[src/rtl/data_memory_bank.sv]
// data_memory_bank: 16-word data memory for the i281 CPU.
//   - CPU write port driven by a one-hot per-word write enable (Write_Select).
//   - Asynchronous read port (Read_Address -> Read_Data).
//   - Preload FSM (IDLE/LOAD/DONE) that streams 16 host bytes into words 0..15
//     over a valid/ready handshake.
// Optional feature macro: DATA_MEMORY_ONEHOT_CHECK_EN
//   defined     -> multi-hot CPU writes are dropped and set sticky Write_Error.
//   not defined -> every selected word is written; Write_Error tied to 0.
// Ports:
//   Clock, Reset (async, active-high)
//   Write_Select[15:0], Write_Data   : CPU write-back
//   Read_Address[3:0], Read_Data     : combinational read
//   Preload_Start/Valid/Data         : host preload request and stream
//   Preload_Ready/Busy/Done          : preload status (state decodes)
//   Write_Error                      : sticky collision flag
module data_memory_bank #(
    parameter int unsigned DATA_WIDTH = 8
) (
    input  logic                  Clock,
    input  logic                  Reset,
    input  logic [15:0]           Write_Select,
    input  logic [DATA_WIDTH-1:0] Write_Data,
    input  logic [3:0]            Read_Address,
    output logic [DATA_WIDTH-1:0] Read_Data,
    input  logic                  Preload_Start,
    input  logic                  Preload_Valid,
    input  logic [DATA_WIDTH-1:0] Preload_Data,
    output logic                  Preload_Ready,
    output logic                  Preload_Busy,
    output logic                  Preload_Done,
    output logic                  Write_Error
);

    localparam int unsigned DEPTH = 16;
    localparam int unsigned AW    = 4;

    typedef enum logic [1:0] {
        IDLE = 2'd0,
        LOAD = 2'd1,
        DONE = 2'd2
    } state_t;

    state_t                state_q, state_d;
    logic [AW-1:0]         cnt_q, cnt_d;
    logic                  pre_we_c;
    logic [DEPTH-1:0]      cpu_we_c;
    logic [DATA_WIDTH-1:0] mem_q [DEPTH];

    // Preload FSM state and address counter
    always_ff @(posedge Clock or posedge Reset) begin
        if (Reset) begin
            state_q <= IDLE;
            cnt_q   <= '0;
        end else begin
            state_q <= state_d;
            cnt_q   <= cnt_d;
        end
    end

    // Next-state logic; the counter wraps to 0 on the final beat as the FSM exits LOAD
    always_comb begin
        state_d  = state_q;
        cnt_d    = cnt_q;
        pre_we_c = 1'b0;
        case (state_q)
            IDLE: begin
                if (Preload_Start) begin
                    state_d = LOAD;
                    cnt_d   = '0;
                end
            end
            LOAD: begin
                if (Preload_Valid) begin
                    pre_we_c = 1'b1;
                    cnt_d    = cnt_q + AW'(1);
                    if (cnt_q == AW'(DEPTH - 1)) begin
                        state_d = DONE;
                    end
                end
            end
            DONE: begin
                state_d = IDLE;
            end
            default: begin
                state_d = IDLE;
            end
        endcase
    end

    assign Preload_Ready = (state_q == LOAD);
    assign Preload_Busy  = (state_q == LOAD) || (state_q == DONE);
    assign Preload_Done  = (state_q == DONE);

`ifdef DATA_MEMORY_ONEHOT_CHECK_EN
    logic multi_hot_c;
    logic err_q;

    // More than one bit set iff clearing the lowest set bit leaves something
    assign multi_hot_c = |(Write_Select & (Write_Select - 16'd1));

    // CPU writes only happen in IDLE; a multi-hot select writes nothing
    always_comb begin
        cpu_we_c = '0;
        if ((state_q == IDLE) && !multi_hot_c) begin
            cpu_we_c = Write_Select;
        end
    end

    // Sticky collision flag, cleared only by reset
    always_ff @(posedge Clock or posedge Reset) begin
        if (Reset) begin
            err_q <= 1'b0;
        end else if ((state_q == IDLE) && multi_hot_c) begin
            err_q <= 1'b1;
        end
    end

    assign Write_Error = err_q;
`else
    // CPU writes only happen in IDLE; every selected word is written
    always_comb begin
        cpu_we_c = '0;
        if (state_q == IDLE) begin
            cpu_we_c = Write_Select;
        end
    end

    assign Write_Error = 1'b0;
`endif

    // Storage; preload and CPU writes are exclusive by FSM state
    always_ff @(posedge Clock or posedge Reset) begin
        if (Reset) begin
            for (int i = 0; i < DEPTH; i++) begin
                mem_q[i] <= '0;
            end
        end else if (pre_we_c) begin
            mem_q[cnt_q] <= Preload_Data;
        end else begin
            for (int i = 0; i < DEPTH; i++) begin
                if (cpu_we_c[i]) begin
                    mem_q[i] <= Write_Data;
                end
            end
        end
    end

    // Asynchronous read, no write-through bypass
    assign Read_Data = mem_q[Read_Address];

endmodule

[config.mk]
export PLATFORM = sky130hd
export DESIGN_NAME = data_memory_bank
export DESIGN_NICKNAME = d
export VERILOG_FILES = /design/src/rtl/data_memory_bank.sv
export SDC_FILE = /design/constraint.sdc
export NUM_CORES = 1
export LEC_CHECK = 0
export CAP_MARGIN = 15
export CELL_PAD_IN_SITES_DETAIL_PLACEMENT = 0
export CELL_PAD_IN_SITES_GLOBAL_PLACEMENT = 1
export CORE_ASPECT_RATIO = 0.6
export CORE_MARGIN = 3
export CORE_UTILIZATION = 52
export DETAILED_ROUTE_END_ITERATION = 16
export PLACE_DENSITY_LB_ADDON = 0.2
export SLEW_MARGIN = 25
export SYNTH_ARGS = -nofsm -noshare
export SYNTH_HDL_FRONTEND = slang
export SYNTH_SLANG_ARGS = --single-unit
[constraint.sdc]
create_clock -name Clock -period 6.3 [get_ports Clock]
set_clock_uncertainty 0.05 [all_clocks]
set_input_delay 0.945 -clock Clock [delete_from_list [all_inputs] [get_ports Clock]]
set_output_delay 0.945 -clock Clock [all_outputs]
set_load 0.01 [all_outputs]
After elaboration in Yosys (flattened, before gate mapping):

Cells that the tools add are included.

* mux-type cells: 33
* add/sub/neg operators: 1
* reductions and logical operators: 22
* bitwise operators: 2
* equality and inequality tests: 6
* $lt $le $gt $ge: 3

Operators with widths (count)
* $mux 8: 19
* $bwmux 128: 1
* $mux 128: 1
* $reduce_bool 2->1: 17
* $bmux 8 s4: 1
* $demux 8 s4: 1
* $mux 16: 1
* $ge 5x5->1 const B: 2
* $not 4->5: 2
* $mux 4: 2
* $pmux 4 s2: 1
* $mux 2: 3
* $reduce_and 3->1: 2
* $lt 5x1->1 const B: 1
* $add 4x1->4 const B: 1
* $eq 4x4->1 const B: 1
* $ne 2x2->1 const B: 2
* $pmux 2 s2: 1
* $eq 2x1->1 const B: 1
* $eq 2x2->1 const B: 1
* $logic_not 2->1: 1
* $mux 1: 2
* $ne 2x1->1 const B: 1
* $logic_and 1x1->1: 1
* $logic_or 1x1->1: 1

* word-level logic and storage cells: 85
* register bits: 134
* input bits: 40
* output and inout port bits: 12

Longest topological paths before layout:

* depth in word-level cells: 7
* depth in mapped cells: 8
* depth with buffers taken out: 6

Least setup slack after synthesis:

OpenSTA, ideal clock, no wires.

* path kind: input-to-output
* start point: input port Read_Address[0]
* end point: output port Read_Data[5]
* buffers on the path: 2
* slack: 3290 ps
* data required time: 5305 ps
* arrival time: 2015 ps
* stages: 5
* path through: buf_6 buf_4 mux4_2 a22oi_1 nand2_1

* word-level cells in the longest chain between the ends: 4

RTL lines
* from (decl): RTL line 23 `input logic [3:0] Read_Address,`
* $not 4->5 (implied by the code): RTL line 149 `assign Read_Data = mem_q[Read_Address];`
* $bmux 8 s4: RTL line 149
* $mux 8 (implied by the code) (2 in a row): RTL line 149
* to (decl): RTL line 24 `output logic [DATA_WIDTH-1:0] Read_Data,`

Every way passes these cells. The select of a mux whose other input is x is not followed.

Worst setup path after layout:

* start point: input port Read_Address[0]
* end point: output port Read_Data[3]

Same word-level chain as after synthesis.

==> impl_results.md <==
- Yosys cell types: 41
- Max_slew headroom: 32.15%
- Overall power: 4.113 mW
- CTS Hold Bufs: 0
- Clk sink count: 134
- Die area: 15140 µm²
- RSZ-0062 raised after global routing: no
- GR Util All Layers: 29.50%
- Worst flop-to-flop path startpoint: state_q[1]
- Die X: 156.9 µm
- Cells after Synth: 609
- PD cells: 504.5 nW/µm²
- Inserted Diodes: 0
- Clock Latency Late Sink: 420 ps
- Synth-to-layout area growth: 14.78%
- Smallest setup slack after layout: 2061 ps
- Nets: 693
- Routed wire per std cell: 25.92 µm
- Final core area utilization: 62.27%
- F_max: 0.2359 GHz
- Initial antenna violation count: 0
- Fin. max-slew vios: 0
- Detailed Route Iter0 Violations: 586
- GRT overflow: 0
- Hold Fails Final Rpt: 0
- Clock root cell: clkbuf_16
- Critical path launch point: Read_Address[0]
- Hold Startpoint: mem_q[83]
- Final wirelength: 21.38 mm
- Critical path type: in -> out
- Layout cells sized above 1: 12.21%
- Leak: 3.421 nW
- Dpl ws: 2076 ps
- Number of remaining DRC errors: 0
- Startpoint types: primary input
- Worst-Margin Slew: 1018 ps
- Max FO, Critical Path: 32
- Boundary Pins: 52
- Worst R2R Setup Slack: 3410 ps
- Seq/Total Area, Yosys: 47.21%
- Synth async-reset ratio: 100.0%
- Ys flop type: dfrtp_1
- Status: completed
- Largest net degree at the start of global routing: 72
- Commonest non-fill, non-tap cell in the layout: dfrtp_1
- First-pass GRT wire length: 33.11 mm
- Mean number of vias per cell: 7.027
- Longest Clk Path Bufs: 2
- Total CTS buffers: 17
- Initial core utilization: 54.25%
- Syn avg cell area: 11.66 µm²
- CTS tree: yes
- Worst ir drop on vdd: 0.2048 mV
- Crit end category: output port
- Yosys warns: 0
- Vias in the first global route: 5660
- Core area: 13090 µm²
- Arrival @ worst endpoint: 3240 ps
- Maxcap violations: 0
- Setup bufs post-CTS: 0
- Area of the multi-input gates: 3510 µm²
- FILL cells: 1044
- CTS clock-pin slew for the worst setup and hold paths: 60 ps
- H-tree Lvls: 4
- IO Port Bufs: 50
- Pre-antenna DRT Iters: 5
- GP Congestion: 0.9063
- Via count: 5797
- Crit path time final: 4239 ps
- WP data required: 5300 ps
- Die Ht: 96.53 µm
- Fin crit share: 67.29%
- WHS: 485.2 ps
- FP Rows: 32
- Cts repair resizes: 0
- DPL Wire Length: 14.80 mm
- Synth Cell Area: 7103 µm²
- Remaining antenna violation count: 0
- Register bit total from synthesis: 134
- Setup-failing EPs final: 0
- Min-Delay Path Class: reg -> reg
- Most frequent cells in the layout: dfrtp_1, o21ai_0, a2bb2oi_1
- Total Negative Setup Slacks: 0 ps
- FF+latch area: 3353 µm²
- Number of synthesized flops with an enable pin: 0
- Syn_nets: 658
## registers in the layout, summed over array words and instances (netlist names)
register  flops
mem_q       128
cnt_q         4
state_q       2
## worst max-delay path: stages
cell and delay [ps]:
buf_2 750, mux4_2 600, a22oi_1 290, nand2_1 110, clkdlybuf4s50_1 520
## layout make-up
class                           instances  share of cell area [%]
Multi-Input combinational cell        434                   43.05
Tap cell                              170                   2.609
Timing Repair Buffer                   52                   6.200
Clock inverter                          8                  0.9362
Sequential cell                       134                   41.13
Inverter                                5                  0.2609
Clock buffer                           22                   5.816
## metrics by stage
stage	std cells	cell area, µm²
6_report	825	8153
5_1_grt	825	8153
4_1_cts	825	8153
3_5_place_dp	795	7602
3_3_place_gp	795	7607
2_1_floorplan	609	7103
## final timing paths
path	to	cells past startpoint
min in group asynchronous	mem_q[118]	2
worst min register to register	mem_q[83]	1
worst min-delay path	mem_q[83]	1
max in group asynchronous	mem_q[89]	3
worst max register to register	mem_q[7]	6
worst max-delay path	Read_Data[3]	5
## report_power, final
| group | leakage (nW) | switching, mW | internal [mW] |
|---|---|---|---|
| clock network | 0.264 | 0.370 | 0.568 |
| logic | 1.64 | 0.777 | 0.816 |
| registers | 1.52 | 0.287 | 1.29 |
| total | 3.42 | 1.43 | 2.68 |
## routing by layer
layer | wire length, µm | up-vias | track usage (%)
li1 | - | 2469 | -
met3 | 2617 | 33 | 8.589
met4 | 291 | 0 | 8.667
met5 | 0 | - | 0
met2 | 8850 | 338 | 40.94
met1 | 9621 | 2957 | 44.78
## cells by family after synthesis
| logic type | share of synthesized area (%) |
|---|---|
| other | 0.05279 |
| AND/OR/NAND/NOR | 8.491 |
| adder cells (fa/ha/maj) | 1.585 |
| multiplexers | 13.05 |
| flip-flops | 47.21 |
| AO/OA/AOI/OAI | 26.23 |
| buffers and inverters | 3.382 |
## cell usage after synthesis, types with 2 or more instances
master | count | area (µm²)
dfrtp_1 | 134 | 3353
o21ai_0 | 117 | 585.6
a2bb2oi_1 | 112 | 980.9
nand2_1 | 37 | 138.9
nand2_2 | 21 | 131.4
mux4_1 | 17 | 446.7
a22oi_1 | 16 | 120.1
nor3_1 | 16 | 80.08
a21oi_1 | 15 | 75.07
buf_2 | 14 | 70.07
mux2i_1 | 14 | 140.1
mux4_2 | 14 | 315.3
clkbuf_1 | 12 | 45.04
ha_1 | 9 | 112.6
and2_1 | 7 | 43.79
nand2_4 | 7 | 78.83
inv_1 | 5 | 18.77
a22o_1 | 4 | 35.03
buf_4 | 4 | 30.03
clkdlybuf4s25_2 | 3 | 30.03
nand3_1 | 3 | 15.01
a21o_1 | 2 | 15.01
a2bb2oi_2 | 2 | 30.03
and4b_1 | 2 | 20.02
nand3b_1 | 2 | 15.01
nand4_1 | 2 | 12.51
nor2_1 | 2 | 7.510
nor2b_1 | 2 | 12.51
o21ai_1 | 2 | 10.01
Power figures use the tool's default switching activity.
